<file path="src/rtl/microwave_pkg.sv">
// Shared types and constants for the microwave controller keypad path.
// Holds the keypad geometry, the FSM state enum and the key-class enum.
package microwave_pkg;

  localparam int KEYS    = 10;
  localparam int DIGIT_W = 4;

  typedef enum logic [1:0] {
    IDLE,
    HELD,
    LOCKED
  } kp_state_t;

  typedef enum logic [1:0] {
    NONE,
    SINGLE,
    MULTI
  } key_class_t;

endpackage

</file>
<file path="src/rtl/key_debouncer.sv">
// Two-flop synchroniser and settle counter for the raw keypad lines.
// Emits the settled candidate vector and a one-cycle stable flag.
module key_debouncer #(
  parameter int DEBOUNCE_CYCLES = 4,
  parameter int W               = 10
) (
  input  logic         clk,
  input  logic         clear,
  input  logic [W-1:0] keypad,
  output logic [W-1:0] cand,
  output logic         stable
);

  localparam int                CNT_W     = 8;
  localparam logic [CNT_W-1:0] CNT_MAX   = CNT_W'(DEBOUNCE_CYCLES);
  localparam logic [CNT_W-1:0] STABLE_AT = CNT_W'(DEBOUNCE_CYCLES - 1);

  logic [W-1:0]     sync1;
  logic [W-1:0]     sync2;
  logic [CNT_W-1:0] cnt;

  // NOTE: non-blocking assignments so every flop here samples pre-edge values;
  // blocking ones would collapse the synchroniser chain into a single stage.
  always_ff @(posedge clk or posedge clear) begin
    if (clear) begin
      sync1 <= '0;
      sync2 <= '0;
      cand  <= '0;
      cnt   <= '0;
    end else begin
      sync1 <= keypad;
      sync2 <= sync1;
      if (sync2 != cand) begin
        cand <= sync2;
        cnt  <= '0;
      end else if (cnt != CNT_MAX) begin
        cnt <= cnt + CNT_W'(1);
      end
    end
  end

  // Saturation one past STABLE_AT makes this a single pulse per settled vector.
  assign stable = (cnt == STABLE_AT);

endmodule

</file>
<file path="src/rtl/keypad_encoder.sv">
// Keypad front end: debounce, chord rejection and one strobed digit per press.
// Comes out of reset in HELD so a key held through clear must be re-pressed.
module keypad_encoder
  import microwave_pkg::*;
#(
  parameter int DEBOUNCE_CYCLES = 4
) (
  input  logic               clk,
  input  logic               clear,
  input  logic [KEYS-1:0]    keypad,
  input  logic               enable,
  output logic [DIGIT_W-1:0] digit,
  output logic               digit_valid,
  output logic               key_down,
  output logic               multi_key
);

  logic [KEYS-1:0]    cand;
  logic               stable;
  logic [3:0]         ones;
  logic [DIGIT_W-1:0] key_idx;
  key_class_t         key_class;
  kp_state_t          state, state_next;
  logic               fire;
  logic               load;

  key_debouncer #(
    .DEBOUNCE_CYCLES(DEBOUNCE_CYCLES),
    .W              (KEYS)
  ) u_debouncer (
    .clk   (clk),
    .clear (clear),
    .keypad(keypad),
    .cand  (cand),
    .stable(stable)
  );

  always_comb begin
    ones    = '0;
    key_idx = '0;
    for (int i = 0; i < KEYS; i++) begin
      ones = ones + 4'(cand[i]);
      if (cand[i]) key_idx = DIGIT_W'(i);
    end
    if (ones == 4'd0)      key_class = NONE;
    else if (ones == 4'd1) key_class = SINGLE;
    else                   key_class = MULTI;
  end

  always_ff @(posedge clk or posedge clear) begin
    if (clear) state <= HELD;
    else       state <= state_next;
  end

  // NOTE: every output of this block gets a default first, so no path through
  // the case statement can leave one unassigned and infer a latch.
  always_comb begin
    state_next = state;
    fire       = 1'b0;
    load       = 1'b0;
    case (state)
      IDLE: begin
        if (stable && key_class == SINGLE) begin
          state_next = HELD;
          load       = 1'b1;
          fire       = enable;
        end else if (stable && key_class == MULTI) begin
          state_next = LOCKED;
        end
      end
      HELD: begin
        if (stable && key_class == NONE)       state_next = IDLE;
        else if (stable && key_class == MULTI) state_next = LOCKED;
      end
      LOCKED: begin
        if (stable && key_class == NONE) state_next = IDLE;
      end
      default: state_next = HELD;
    endcase
  end

  // Status flags are taken from the next state so they line up with the state register.
  always_ff @(posedge clk or posedge clear) begin
    if (clear) begin
      digit       <= '0;
      digit_valid <= 1'b0;
      key_down    <= 1'b1;
      multi_key   <= 1'b0;
    end else begin
      digit_valid <= fire;
      if (load) digit <= key_idx;
      key_down  <= (state_next == HELD);
      multi_key <= (state_next == LOCKED);
    end
  end

endmodule

</file>
<file path="config.mk">
export PLATFORM = sky130hd
export DESIGN_NAME = keypad_encoder
export DESIGN_NICKNAME = d
export VERILOG_FILES = /design/src/rtl/microwave_pkg.sv /design/src/rtl/key_debouncer.sv /design/src/rtl/keypad_encoder.sv
export SDC_FILE = /design/constraint.sdc
export NUM_CORES = 1
export LEC_CHECK = 0
export CAP_MARGIN = 20
export CORE_UTILIZATION = 27
export DETAILED_ROUTE_END_ITERATION = 12
export PLACE_DENSITY = 0.52
export SYNTH_ARGS = -nofsm -noshare
export SYNTH_HDL_FRONTEND = slang
export SYNTH_HIERARCHICAL = 1
export SYNTH_SLANG_ARGS = --single-unit
</file>
<file path="constraint.sdc">
create_clock -name clk -period 4.95 [get_ports clk]
set_input_delay 1.485 -clock clk [delete_from_list [all_inputs] [get_ports clk]]
set_output_delay 1.485 -clock clk [all_outputs]
set_load 0.02 [all_outputs]
</file>
Word level (Yosys, flattened, before mapping) --
Cells that the tools add are included.
Storage, ports and cells: flip-flop bits (word level) 47, output and inout port bits 7, logic and storage cells 58
Cells by class: $add $sub $neg 10, equality and inequality tests 10, multiplexer cells 22, reductions and logical operators 7
Operators by type and width (number):
- $mux 4 | 8
- $add 4x1->4 | 6
- $mux 8 | 2
- $mux 2 | 6
- $ne 10x10->1 | 1
- $add 8x1->8 const B | 1
- $eq 8x2->1 const B | 1
- $ne 8x3->1 const B | 1
- $eq 2x1->1 const B | 3
- $eq 2x2->1 const B | 3
- $pmux 2 s3 | 1
- $mux 1 | 5
- $add 3x1->4 | 1
- $eq 4x1->1 const B | 1
- $logic_not 2->1 | 2
- $logic_not 4->1 | 1
- $add 2x1->3 | 1
- $logic_and 1x1->1 | 3
- $add 1x1->2 | 1
- $reduce_bool 2->1 | 1

Logic depth before layout (Yosys ltp) --
Gate-level depths: netlist of run 1.
depth in word-level cells 18, depth in mapped cells 12, mapped depth without buffers 12

By module --
Netlist of run 1, hierarchy kept.
By module, submodules not included:
- key_debouncer | times used 1, cells an instance 96, area each 1320.0 um^2
- keypad_encoder | times used 1, cells an instance 57, area each 641.9 um^2

Worst setup path before layout of run 1 --
OpenSTA, ideal clock, no wires.
kind reg-to-reg, start register u_debouncer.cand[0], end register digit[0], arrival 3.718 ns, data required time 4.825 ns, slack 1.107 ns, stages on the path, launching flop included 13, path buffers 0, period minus slack after synthesis 3.843 ns, path through dfrtp_1 fa_1 fa_1 inv_1 fa_1 inv_1 ha_1 inv_1 fa_1 a2111oi_4 o21ai_2 nor4_4 mux2_2
Between the ends: longest elaborated chain between the ends 16, elaborated cells between the ends (all ways) 17, classes of those cells add/sub: 9; eq/ne: 2; mux: 4; reduce/logical: 2
Ends and longest elaborated chain:
- start: declaration | line key_debouncer.sv:10 | output logic [W-1:0] cand,
- start signal: assignment | line key_debouncer.sv:34 | cand <= sync2;
- $add 1x1->2 * | line keypad_encoder.sv:42 | ones = ones + 4'(cand[i]);
- $add 2x1->3 * | line keypad_encoder.sv:42
- $add 3x1->4 * | line keypad_encoder.sv:42
- $add 4x1->4 * (6 in a row) | line keypad_encoder.sv:42
- $eq 4x1->1 | line keypad_encoder.sv:46 | else if (ones == 4'd1) key_class = SINGLE;
- $mux 2 | line keypad_encoder.sv:46
- $mux 2 * | line keypad_encoder.sv:45 | if (ones == 4'd0) key_class = NONE;
- $eq 2x1->1 * | line keypad_encoder.sv:63 | if (stable && key_class == SINGLE) begin
- $logic_and 1x1->1 * | line keypad_encoder.sv:63
- $mux 1 * | line keypad_encoder.sv:63
- $mux 1 * | line keypad_encoder.sv:61 | case (state)
- end signal: assignment | line keypad_encoder.sv:91 | if (load) digit <= key_idx;
- end: declaration | line keypad_encoder.sv:12 | output logic [DIGIT_W-1:0] digit,
Every way passes the cells marked *; elsewhere a longest branch is shown, timed or not. A chain may end at the register's enable or synchronous reset.

Worst setup path in the final report of run 1 --
start register u_debouncer.cand[5], end register digit[2]
Between the ends: longest elaborated chain between the ends 12, elaborated cells between the ends (all ways) 18, classes of those cells add/sub: 5; eq/ne: 2; mux: 9; reduce/logical: 2
Ends and longest elaborated chain (line):
- $add 4x1->4 (5 in a row) | keypad_encoder.sv:42
- $eq 4x1->1 | keypad_encoder.sv:46
- $mux 2 | keypad_encoder.sv:46
- $mux 2 | keypad_encoder.sv:45
- $eq 2x1->1 | keypad_encoder.sv:63
- $logic_and 1x1->1 | keypad_encoder.sv:63
- $mux 1 | keypad_encoder.sv:63
- $mux 1 | keypad_encoder.sv:61
Several ways; a longest one is shown, not always the timed one.

==> run_results.csv, run 1 <==
group,metric,value,unit
status,outcome,"finished, final reports clean",
final_layout,mostFrequentLayoutCells,"45 x dfrtp_1, 19 x clkdlybuf4s50_1, 16 x inv_1",
place,dp_hpwl,2042,um
die,io_pins,20,
critical_path,r2r.worst_path.cells,12,
timing,setup_viol,0,
final_layout,layout.nets,193,
critical_path,rrSetupSlack,0.94,ns
critical_path,worstPathCellList,"fa_1 -> fa_1 -> inv_1 -> fa_1 -> inv_1 -> ha_1 -> inv_1 -> fa_1 -> a2111oi_4 -> o21ai_2 -> nor4_4 -> mux2_2",
clock_tree,cts-root-buf,"clkbuf_8",
synth,synth_edf_count,0,
synth,synthArstFlopShare,100.0,%
timing,hold_violations,0,
flow_run,drv_cap,0,
die,start_util,28.41,%
drt,wl_per_cell,10.78,um
place,placed_area,0.002242,mm2
synth,ys_types,35,
critical_path,criticalPathCategory,"flop to flop",
global_routing,grt.overflow.total,0,
clock_tree,numCtsBuffers,5,
global_routing,grt_usage,9.026,%
final_layout,diodes,0,
drt,drtPass1Iterations,2,
power_and_ir_drop,peakVddDrop,198.0,uV
clock_tree,clk-insertion-delay-late,0.31,ns
hold_path,holdPathEnd,"u_debouncer/sync2[7]$_DFF_PP0_",
die,die_area,0.007611,mm2
critical_path,arrival,4.21,ns
critical_path,start_kind,"flop",
final_layout,finalInstanceArea,0.002338,mm2
global_routing,grt_pass1_wl,5030,um
clock_tree,cts_hold_buf,0,
clock_tree,cts_tree,"built",
power_and_ir_drop,p_per_area,324.2,mW/mm2
power_and_ir_drop,sequentialPowerShare,53.5,%
clock_tree,cts.sinks,47,
global_routing,grt_max_degree,39,
critical_path,required,5.15,ns
power_and_ir_drop,switching_share,27.93,%
critical_path,critPathCaptureType,"flop",
final_layout,layout-drive-gt1-share,12.87,%
timing,rsz0062_at_grt,"false",
drt,wl,2878,um
timing,clock_skew,0.006394,ns
synth,synth_area,0.001962,mm2
critical_path,cp_slowest_cell,"fa_1",
synth,ys_warn_count,6,
drt,dr.first_iter.drc_count,56,
timing,finalCriticalPeriod,4.010,ns
die,num_rows,30,
clock_tree,cts-resized-gates,0,
drt,num_vias,1084,
timing,fmax,249.4,MHz
drt,drc,0,
timing,slew_violations,0,
drt,via_per_inst,4.060,
power_and_ir_drop,comb_power_share,13.8,%
synth,synth.avg_cell_area,12.82,um2
hold_path,min_from,"u_debouncer/sync1[7]$_DFF_PP0_",
die,die_h,87.24,um
hold_path,hold_class,"flop to flop",
clock_tree,cts_setup_buffers,0,
critical_path,cp_max_fo,5,
critical_path,path_common_cell,"fa_1",
global_routing,grt_pass1_vias,1055,
place,numPortBuffers,19,
die,die_w,87.24,um
global_routing,antenna_found_initial,0,
final_layout,fill_cells,697,
critical_path,reg2reg_to,"digit[2]$_DFFE_PP0P_",
synth,synth-main-ff-cell,"dfrtp_1",
timing,hold_slack,0.3544,ns
power_and_ir_drop,clockPowerShare,32.7,%
power_and_ir_drop,leakage,1.016,nW
drt,drtAntennaViolNets,0,
power_and_ir_drop,total_power,758.1,uW
synth,synth.net_count,176,
clock_tree,htreeDepth,2,
timing,fin_crit_sh,81.01,%
timing,max_slew.worst_pin.slew,0.4719,ns
place,gp_congestion,0.7647,
critical_path,cp_slowest_stage_delay,0.51,ns
timing,max_slew_margin,68.54,%
synth,ys_seq_area_share,60.08,%
synth,synth_cells,153,
critical_path,regToRegStartpoint,"u_debouncer/cand[5]$_DFFE_PP0P_",
final_layout,layout.cells.most_common,"dfrtp_1",
synth,ys_ff_latch,47,
clock_tree,max-clock-path-buffers,2,
final_layout,post-route-util,33.86,%
power_and_ir_drop,p_int,546.4,uW
hold_path,min_path_cells,0,
clock_tree,clk_pin_slew_worst_paths,0.09,ns
timing,fin_setup_tns,0,ns
final_layout,area_growth,19.20,%
power_and_ir_drop,p_sw,211.7,uW
die,core,0.006907,mm2
## sequential cells by signal (all words and copies together), names as in the netlist
name,flops
multi_key,1
state,2
u_debouncer/cnt,8
digit,4
u_debouncer/sync2,10
digit_valid,1
key_down,1
u_debouncer/sync1,10
u_debouncer/cand,10
## synth_stat cells (2+ instances only)
cell type,instances,area [um2]
dfrtp_1,45,1126
xor2_1,12,105.1
dfstp_2,2,52.55
fa_1,6,120.1
mux2_2,4,45.04
clkbuf_1,10,37.54
ha_1,4,50.05
nor2_1,11,41.29
nand3_1,5,25.02
a21oi_1,7,35.03
xnor2_1,3,26.28
nor4_1,2,12.51
inv_1,16,60.06
o31ai_1,3,22.52
and3_1,2,12.51
nand2_1,2,7.510
## metal layers
layer / up-vias / GRT usage, % / part of all wire (%)
li1: 529 / - / -
met1: 529 / 11.68 / 49
met2: 22 / 13.00 / 44
met3: 4 / 4.265 / 4.8
met4: 0 / 3.577 / 1.7
met5: - / 0 / 0
## worst max-delay path, delay by kind of cell (launching register included)
kind	cells	cell delay [ns]
adder cells (fa/ha/maj)	5	2.03
AO/OA/AOI/OAI	2	0.51
flip-flops	1	0.45
multiplexers	1	0.38
AND/OR/NAND/NOR	1	0.36
buffers and inverters	3	0.18
## kinds of logic (layout without fill, tap and decap cells)
kind of cell	count (synthesis)	count (layout)	share of synthesized area (%)
AOI/OAI and AO/OA	17	17	6.569
xor gates and xnor gates	15	15	6.697
adders and majority gates	10	10	8.674
buffers and inverters	26	44	4.975
DFF	47	47	60.08
muxes	5	5	2.806
and+or+nand+nor	33	33	10.20
## worst max-delay path by stage
| stage | from | end | slack (ns) | cells past startpoint |
|---|---|---|---|---|
| floorplan | u_debouncer/cand[0]$_DFFE_PP0P_ | digit[0]$_DFFE_PP0P_ | 1.11 | 12 |
| global placement | u_debouncer/cand[5]$_DFFE_PP0P_ | digit[0]$_DFFE_PP0P_ | 0.96 | 12 |
| detailed placement | u_debouncer/cand[5]$_DFFE_PP0P_ | digit[3]$_DFFE_PP0P_ | 0.92 | 12 |
| CTS | u_debouncer/cand[5]$_DFFE_PP0P_ | digit[2]$_DFFE_PP0P_ | 0.87 | 12 |
| global route | u_debouncer/cand[5]$_DFFE_PP0P_ | digit[2]$_DFFE_PP0P_ | 0.69 | 12 |
| finish | u_debouncer/cand[5]$_DFFE_PP0P_ | digit[2]$_DFFE_PP0P_ | 0.94 | 12 |
## layout make-up
class / instances / area [um2] / area share (%)
Multi-Input combinational cell: 80 / 685.7 / 29.32
Inverter: 16 / 60.06 / 2.568
Sequential cell: 47 / 1179 / 50.40
Timing Repair Buffer: 20 / 197.7 / 8.454
Clock buffer: 5 / 68.82 / 2.943
Clock inverter: 3 / 27.53 / 1.177
Tap cell: 96 / 120.1 / 5.136
## stage by stage
step / std cells / setup WS [ns]
floorplan: 153 / 1.107
global placement: 259 / 0.9611
detailed placement: 259 / 0.9184
CTS: 267 / 0.8745
global route: 267 / 0.6866
finish: 267 / 0.9402
## power groups by stage
stage | combinational [mW] | clock (mW) | sequential [mW]
5_1_grt | 0.121 | 0.276 | 0.408
4_1_cts | 0.110 | 0.258 | 0.406
6_report | 0.105 | 0.248 | 0.406
3_5_place_dp | 0.107 | 0 | 0.414
2_1_floorplan | 0.0843 | 0 | 0.411
3_3_place_gp | 0.105 | 0 | 0.414
No activity file was read; power rests on OpenSTA's default activity.
==> run 2: changes to the inputs <==
--- a/config.mk
+++ b/config.mk
@@ -8,7 +8,7 @@
 export CAP_MARGIN = 20
 export CORE_UTILIZATION = 27
 export DETAILED_ROUTE_END_ITERATION = 12
-export PLACE_DENSITY = 0.52
+export PLACE_DENSITY = 0.53
 export SYNTH_ARGS = -nofsm -noshare
 export SYNTH_HDL_FRONTEND = slang
 export SYNTH_HIERARCHICAL = 1
==> constraint.sdc (replaced) <==
create_clock -name clk -period 3.3 [get_ports clk]
set_input_delay 0.99 -clock clk [delete_from_list [all_inputs] [get_ports clk]]
set_output_delay 0.99 -clock clk [all_outputs]
set_load 0.02 [all_outputs]
==> run 2 against run 1 <==
Effect of this change: the run now ends with setup timing left; via count up 2.2%; non-clock buffer count up 10; clock skew up 0.0015 ns; worst setup slack worse by 1.3 ns; wire length up 5.0%; clock-buffer cell count up 1; fmax up 9.2%; global-route usage up 0.44 points; worst hold slack worse by 0.0024 ns; critical endpoint is now digit[0]$_DFFE_PP0P_; largest power group unchanged; clock power up 42%; cell count up 3.7%.
==> run_results.csv, run 2 (synthesis results as in run 1) <==
group,metric,value,unit
timing,finalCriticalPeriod,3.673,ns
die,die_area,0.007611,mm2
die,start_util,28.41,%
timing,hold_violations,0,
critical_path,criticalPathCategory,"flop to flop",
clock_tree,max-clock-path-buffers,2,
die,core,0.006907,mm2
final_layout,regArea,0.001179,mm2
global_routing,grt_max_degree,39,
die,num_rows,30,
place,gp_congestion,0.7261,
power_and_ir_drop,comb_power_share,16.9,%
final_layout,post-route-util,35.33,%
die,die_w,87.24,um
timing,fin_ws,-0.3725,ns
timing,max_slew.worst_pin.slew,0.5051,ns
flow_run,drv_cap,0,
global_routing,grt_pass1_vias,1152,
critical_path,arrival,3.87,ns
die,die_h,87.24,um
critical_path,start_kind,"flop",
final_layout,finalInstanceArea,0.002440,mm2
timing,fmax,272.3,MHz
global_routing,grt.overflow.total,0,
clock_tree,cts-root-buf,"clkbuf_8",
place,pre_cts_ws,-0.3866,ns
power_and_ir_drop,leakage,1.062,nW
die,io_pins,20,
timing,fin_crit_sh,111.3,%
power_and_ir_drop,switching_share,27.33,%
global_routing,grt_usage,9.467,%
timing,hold_slack,0.3520,ns
drt,dr.first_iter.drc_count,49,
final_layout,multi_input_area,719.4,um2
global_routing,antenna_found_initial,0,
power_and_ir_drop,p_int,838.8,uW
power_and_ir_drop,peakVddDrop,194.1,uV
critical_path,critPathCaptureType,"flop",
clock_tree,numCtsBuffers,5,
power_and_ir_drop,clockPowerShare,30.6,%
final_layout,layout.nets,203,
hold_path,hold_class,"flop to flop",
drt,drtPass1Iterations,4,
global_routing,grt_pass1_wl,5313,um
place,placed_area,0.002347,mm2
timing,rsz0062_at_grt,"true",
power_and_ir_drop,sequentialPowerShare,52.5,%
clock_tree,cts.sinks,47,
final_layout,diodes,0,
power_and_ir_drop,p_sw,315.5,uW
drt,drtAntennaViolNets,0,
place,numPortBuffers,19,
critical_path,cp_max_fo,5,
timing,slew_violations,0,
drt,drc,0,
drt,wl_per_cell,10.91,um
final_layout,reg_top3,"u_debouncer/cand: 10 flops, u_debouncer/sync1: 10 flops, u_debouncer/sync2: 10 flops",
final_layout,layout-drive-gt1-share,19.89,%
final_layout,area_growth,24.36,%
place,dp_hpwl,2224,um
clock_tree,clk-insertion-delay-late,0.31,ns
drt,via_per_inst,4.000,
final_layout,fill_cells,706,
final_layout,layout.cells.most_common,"dfrtp_1",
place,place_inst,269,
timing,setup_viol,9,
clock_tree,htreeDepth,2,
timing,max_slew_margin,66.01,%
final_layout,fin_cells,277,
final_layout,mostFrequentLayoutCells,"45 x dfrtp_1, 19 x clkdlybuf4s50_1, 14 x inv_1",
drt,num_vias,1108,
timing,clock_skew,0.007893,ns
drt,wl,3022,um
power_and_ir_drop,p_per_area,473.1,mW/mm2
status,violations,"setup timing",
status,outcome,"complete, but fails checks",
clock_tree,cts_tree,"built",
clock_tree,clk_pin_slew_worst_paths,0.09,ns
critical_path,required,3.50,ns
run 2: cell count changes in the layout (fill, tap and decap cells not counted), sizes merged:
cell,before,now
buf,1,11
inv,18,17
clkbuf,5,6
run 2: layout make-up:
cell class | count | share of cell area, %
timing repair buffer | 30 | 11.18
sequential | 47 | 48.31
clock buffer | 6 | 2.974
inverter | 16 | 2.462
tap | 96 | 4.923
multi-input combinational | 80 | 29.49
clock inverter | 2 | 0.6667
run 2: repair_timing:
item,in CTS,in global routing
gates resized for setup,1,0
endpoints found under the setup margin,9,9
buffers inserted,1,0
hold buffers,0,0
pin swaps,1,6
run 2: final timing paths:
kind                                                  from                              end  slack (ns)  cells after the start
max                        u_debouncer/cand[7]$_DFFE_PP0P_             digit[0]$_DFFE_PP0P_       -0.37                     13
min                         u_debouncer/sync1[8]$_DFF_PP0_   u_debouncer/sync2[8]$_DFF_PP0_        0.35                      0
max reg2reg                u_debouncer/cand[7]$_DFFE_PP0P_             digit[0]$_DFFE_PP0P_       -0.37                     13
min reg2reg                 u_debouncer/sync1[8]$_DFF_PP0_   u_debouncer/sync2[8]$_DFF_PP0_        0.35                      0
max in group asynchronous                            clear  u_debouncer/cand[1]$_DFFE_PP0P_        1.86                      3
min in group asynchronous                            clear               state[1]$_DFF_PP0_        0.97                      2
run 2: layer usage:
layer / part of all wire (%) / track usage (%) / vias up / wire length (um)
li1: - / - / 543 / -
met1: 49 / 12.56 / 536 / 1492
met2: 44 / 13.71 / 23 / 1340
met3: 4.3 / 3.697 / 6 / 130
met4: 2.0 / 4.024 / 0 / 59
met5: 0 / 0 / - / 0
run 2: metrics by stage:
step / TNS, ns / total power, mW
finish: -2.108 / 1.154
global route: -3.361 / 1.229
CTS: -1.842 / 1.172
detailed placement: -1.880 / 0.8170
global placement: -1.378 / 0.8123
floorplan: -1.832 / 0.7556
run 2: power groups by stage:
stage | Sequential, mW | Clock (mW) | Combinational [mW]
floorplan | 0.617 | 0 | 0.139
global placement | 0.618 | 0 | 0.195
detailed placement | 0.618 | 0 | 0.199
CTS | 0.607 | 0.365 | 0.200
global route | 0.609 | 0.396 | 0.224
finish | 0.606 | 0.353 | 0.195
run 2: critical path, stage by stage, from the launching register on:
cell	delay (ns)
dfrtp_1	0.41
fa_1	0.50
fa_1	0.51
inv_1	0.05
fa_1	0.46
inv_2	0.08
ha_4	0.12
inv_2	0.03
fa_2	0.35
a2111oi_4	0.30
o21ai_2	0.13
nor4_4	0.13
buf_4	0.19
mux2_4	0.30
==> run 3: changes to the inputs <==
--- a/config.mk
+++ b/config.mk
@@ -8,6 +8,7 @@
 export CAP_MARGIN = 20
 export CORE_UTILIZATION = 27
 export DETAILED_ROUTE_END_ITERATION = 12
+export MAX_ROUTING_LAYER = met4
 export PLACE_DENSITY = 0.53
 export SYNTH_ARGS = -nofsm -noshare
 export SYNTH_HDL_FRONTEND = slang
==> results of run 3 <==
Same layout as run 2: the final DEF is identical, and so are final timing and power.
Among the figures that moved: final weighted congestion in routability-driven placement 0.7261 -> 0.7348; overall routing resource usage 9.467% -> 9.749%
==> RTL change 1, RTL diff (flow settings as in run 1) <==
The package constant `DIGIT_W` goes from 4 to 3.
--- a/src/rtl/microwave_pkg.sv
+++ b/src/rtl/microwave_pkg.sv
@@ -4,5 +4,5 @@
 
   localparam int KEYS    = 10;
-  localparam int DIGIT_W = 4;
+  localparam int DIGIT_W = 3;
 
   typedef enum logic [1:0] {
Ports: changed (resized digit); port bits go from 20 to 19. No check against the original RTL was run, so the function may have changed too.
==> RTL change 1 against run 1 <==
Hold slack hardly changed; highest routed layer unchanged; wire length is 1.5% lower; largest cell class unchanged; sequential share of layout area is essentially flat; setup slack improved by 0.032 ns; final area is 2.2% lower; power shrank 1.8%; clock skew increased by 0.0025 ns; sequential cell count down 1; first-iteration DRC count decreased by 43%; via count shrank 4.1%; area after synthesis down 2.0%.
==> RTL change 1: results (changes against run 1) <==
outcome: "complete, no violations"  # unchanged
seq-power_w: 0.000398  # was 0.000406 W
wl_met3_um: 137  # unchanged
vdd_drop_max_v: 0.000131  # was 0.000198 V
seq_area_frac_synth_pct: 60.0  # was 60.1%
cts_resized: 0  # unchanged
first_iter_violations: 32  # was 56
port_buffers: 18  # was 19
vias: 1040  # was 1084
synthMuxAreaShare_pct: 2.28  # was 2.81%
fin_skew_ns: 0.00886  # was 0.00639 ns
grt_pass1_wl_mm: 5.13  # was 5.03 mm
grt_pass1_vias: 1118  # was 1055
cts_setup_buffers: 0  # unchanged
grtUsageMet1_pct: 11.1  # was 11.7%
critical_path.max_stage_delay_ns: 0.50
totalWireLength_mm: 2.84  # was 2.88 mm
grt_usage_pct: 9.00  # was 9.03%
cp_max_fo: 4  # was 5
insertion_delay_ns: 0.30
dp_hpwl_mm: 2.08  # was 2.04 mm
cts_max_level: 2  # unchanged
use_met3_pct: 3.33  # was 4.27%
p_sw_w: 0.000205  # was 0.000212 W
synth_compound_area_share_pct: 7.03  # was 6.57%
top_layer: "met4"  # unchanged
synth_area_leaders: "dfrtp_1, fa_1, xor2_1, inv_1, dfstp_2"  # unchanged
leakage_nw: 0.995  # was 1.02 nW
synth_xor_xnor_area_share_pct: 6.84  # was 6.70%
gp_congestion: 0.717  # was 0.765
synth-warning-count: 6  # unchanged
diodes: 0  # unchanged
met1Wirelength_mm: 1.34  # was 1.42 mm
async_flop_share_pct: 100  # unchanged
ctsRootBufferMaster: "clkbuf_8"  # unchanged
worstMarginPinSlew_ns: 0.472  # about the same
synth_cell_types: 35  # unchanged
arrival_ns: 4.17  # was 4.21 ns
comb-power_w: 0.000105  # about the same
cts_buffers: 5  # unchanged
min-delay-path-class: "flip-flop to flip-flop"  # unchanged
wl_met2_mm: 1.31  # was 1.27 mm
drt-pass1-iter-count: 4  # was 2
grt_use_met2_pct: 14.1  # was 13.0%
synth_adder_area_share_pct: 8.85  # was 8.67%
nets: 189  # was 193
drive_gt1_share_pct: 10.8  # was 12.9%
syn-num-nets: 173  # was 176
synth_commonest_cells: "dfrtp_1, inv_1, nor2_1, xor2_1, clkbuf_1"  # was dfrtp_1, inv_1, xor2_1
grt_max_degree: 39  # unchanged
top_regs: "u_debouncer/cand x10, u_debouncer/sync1 x10, u_debouncer/sync2 x10"  # unchanged
antenna_found_initial: 0  # unchanged
fillers: 690  # was 697
RTL change 1: cell type report:
class	count	area share (%)
timing repair buffer	19	8.21
tap	96	5.25
sequential	46	50.4
clock inverter	3	1.15
inverter	16	2.63
multi-input combinational	78	29.3
clock buffer	5	3.01
RTL change 1: kinds of logic (layout without fill, tap and decap cells):
family,after synthesis,in the layout
DFF,46,46
and+or+nand+nor,32,32
buffers and inverters,26,43
AOI/OAI and AO/OA,17,17
xor gates and xnor gates,15,15
adders and majority gates,10,10
muxes,4,4
RTL change 1: metrics by stage:
stage               std cells  cell area, um^2  power [W]  worst slack [ns]  utilization (%)
floorplan                 150             1920   0.000488              1.14                -
CTS                       263             2290   0.000757             0.930             33.5
global route              263             2290   0.000787             0.779             33.5
detailed placement        255             2190   0.000513             0.930             32.1
global placement          255             2190   0.000510              1.06             32.1
finish                    263             2290   0.000744             0.973             33.5
RTL change 1: worst paths after layout:
check,from,to,slack [ns],cells past startpoint
worst max register to register,u_debouncer/cand[5],digit[2],0.97,12
worst min-delay path,u_debouncer/sync1[9],u_debouncer/sync2[9],0.35,0
worst min register to register,u_debouncer/sync1[9],u_debouncer/sync2[9],0.35,0
max in group asynchronous,clear,u_debouncer/cand[8],2.98,3
worst max-delay path,u_debouncer/cand[5],digit[2],0.97,12
min in group asynchronous,clear,multi_key,1.46,2
RTL change 1: worst reg2reg max path, stage by stage (launching register included):
cell       delay [ns]
dfrtp_1          0.44
fa_1             0.50
fa_1             0.49
inv_1            0.05
fa_1             0.42
inv_1            0.06
ha_1             0.21
inv_1            0.07
fa_1             0.42
a2111oi_4        0.37
o21ai_2          0.16
nor4_4           0.31
mux2_2           0.37
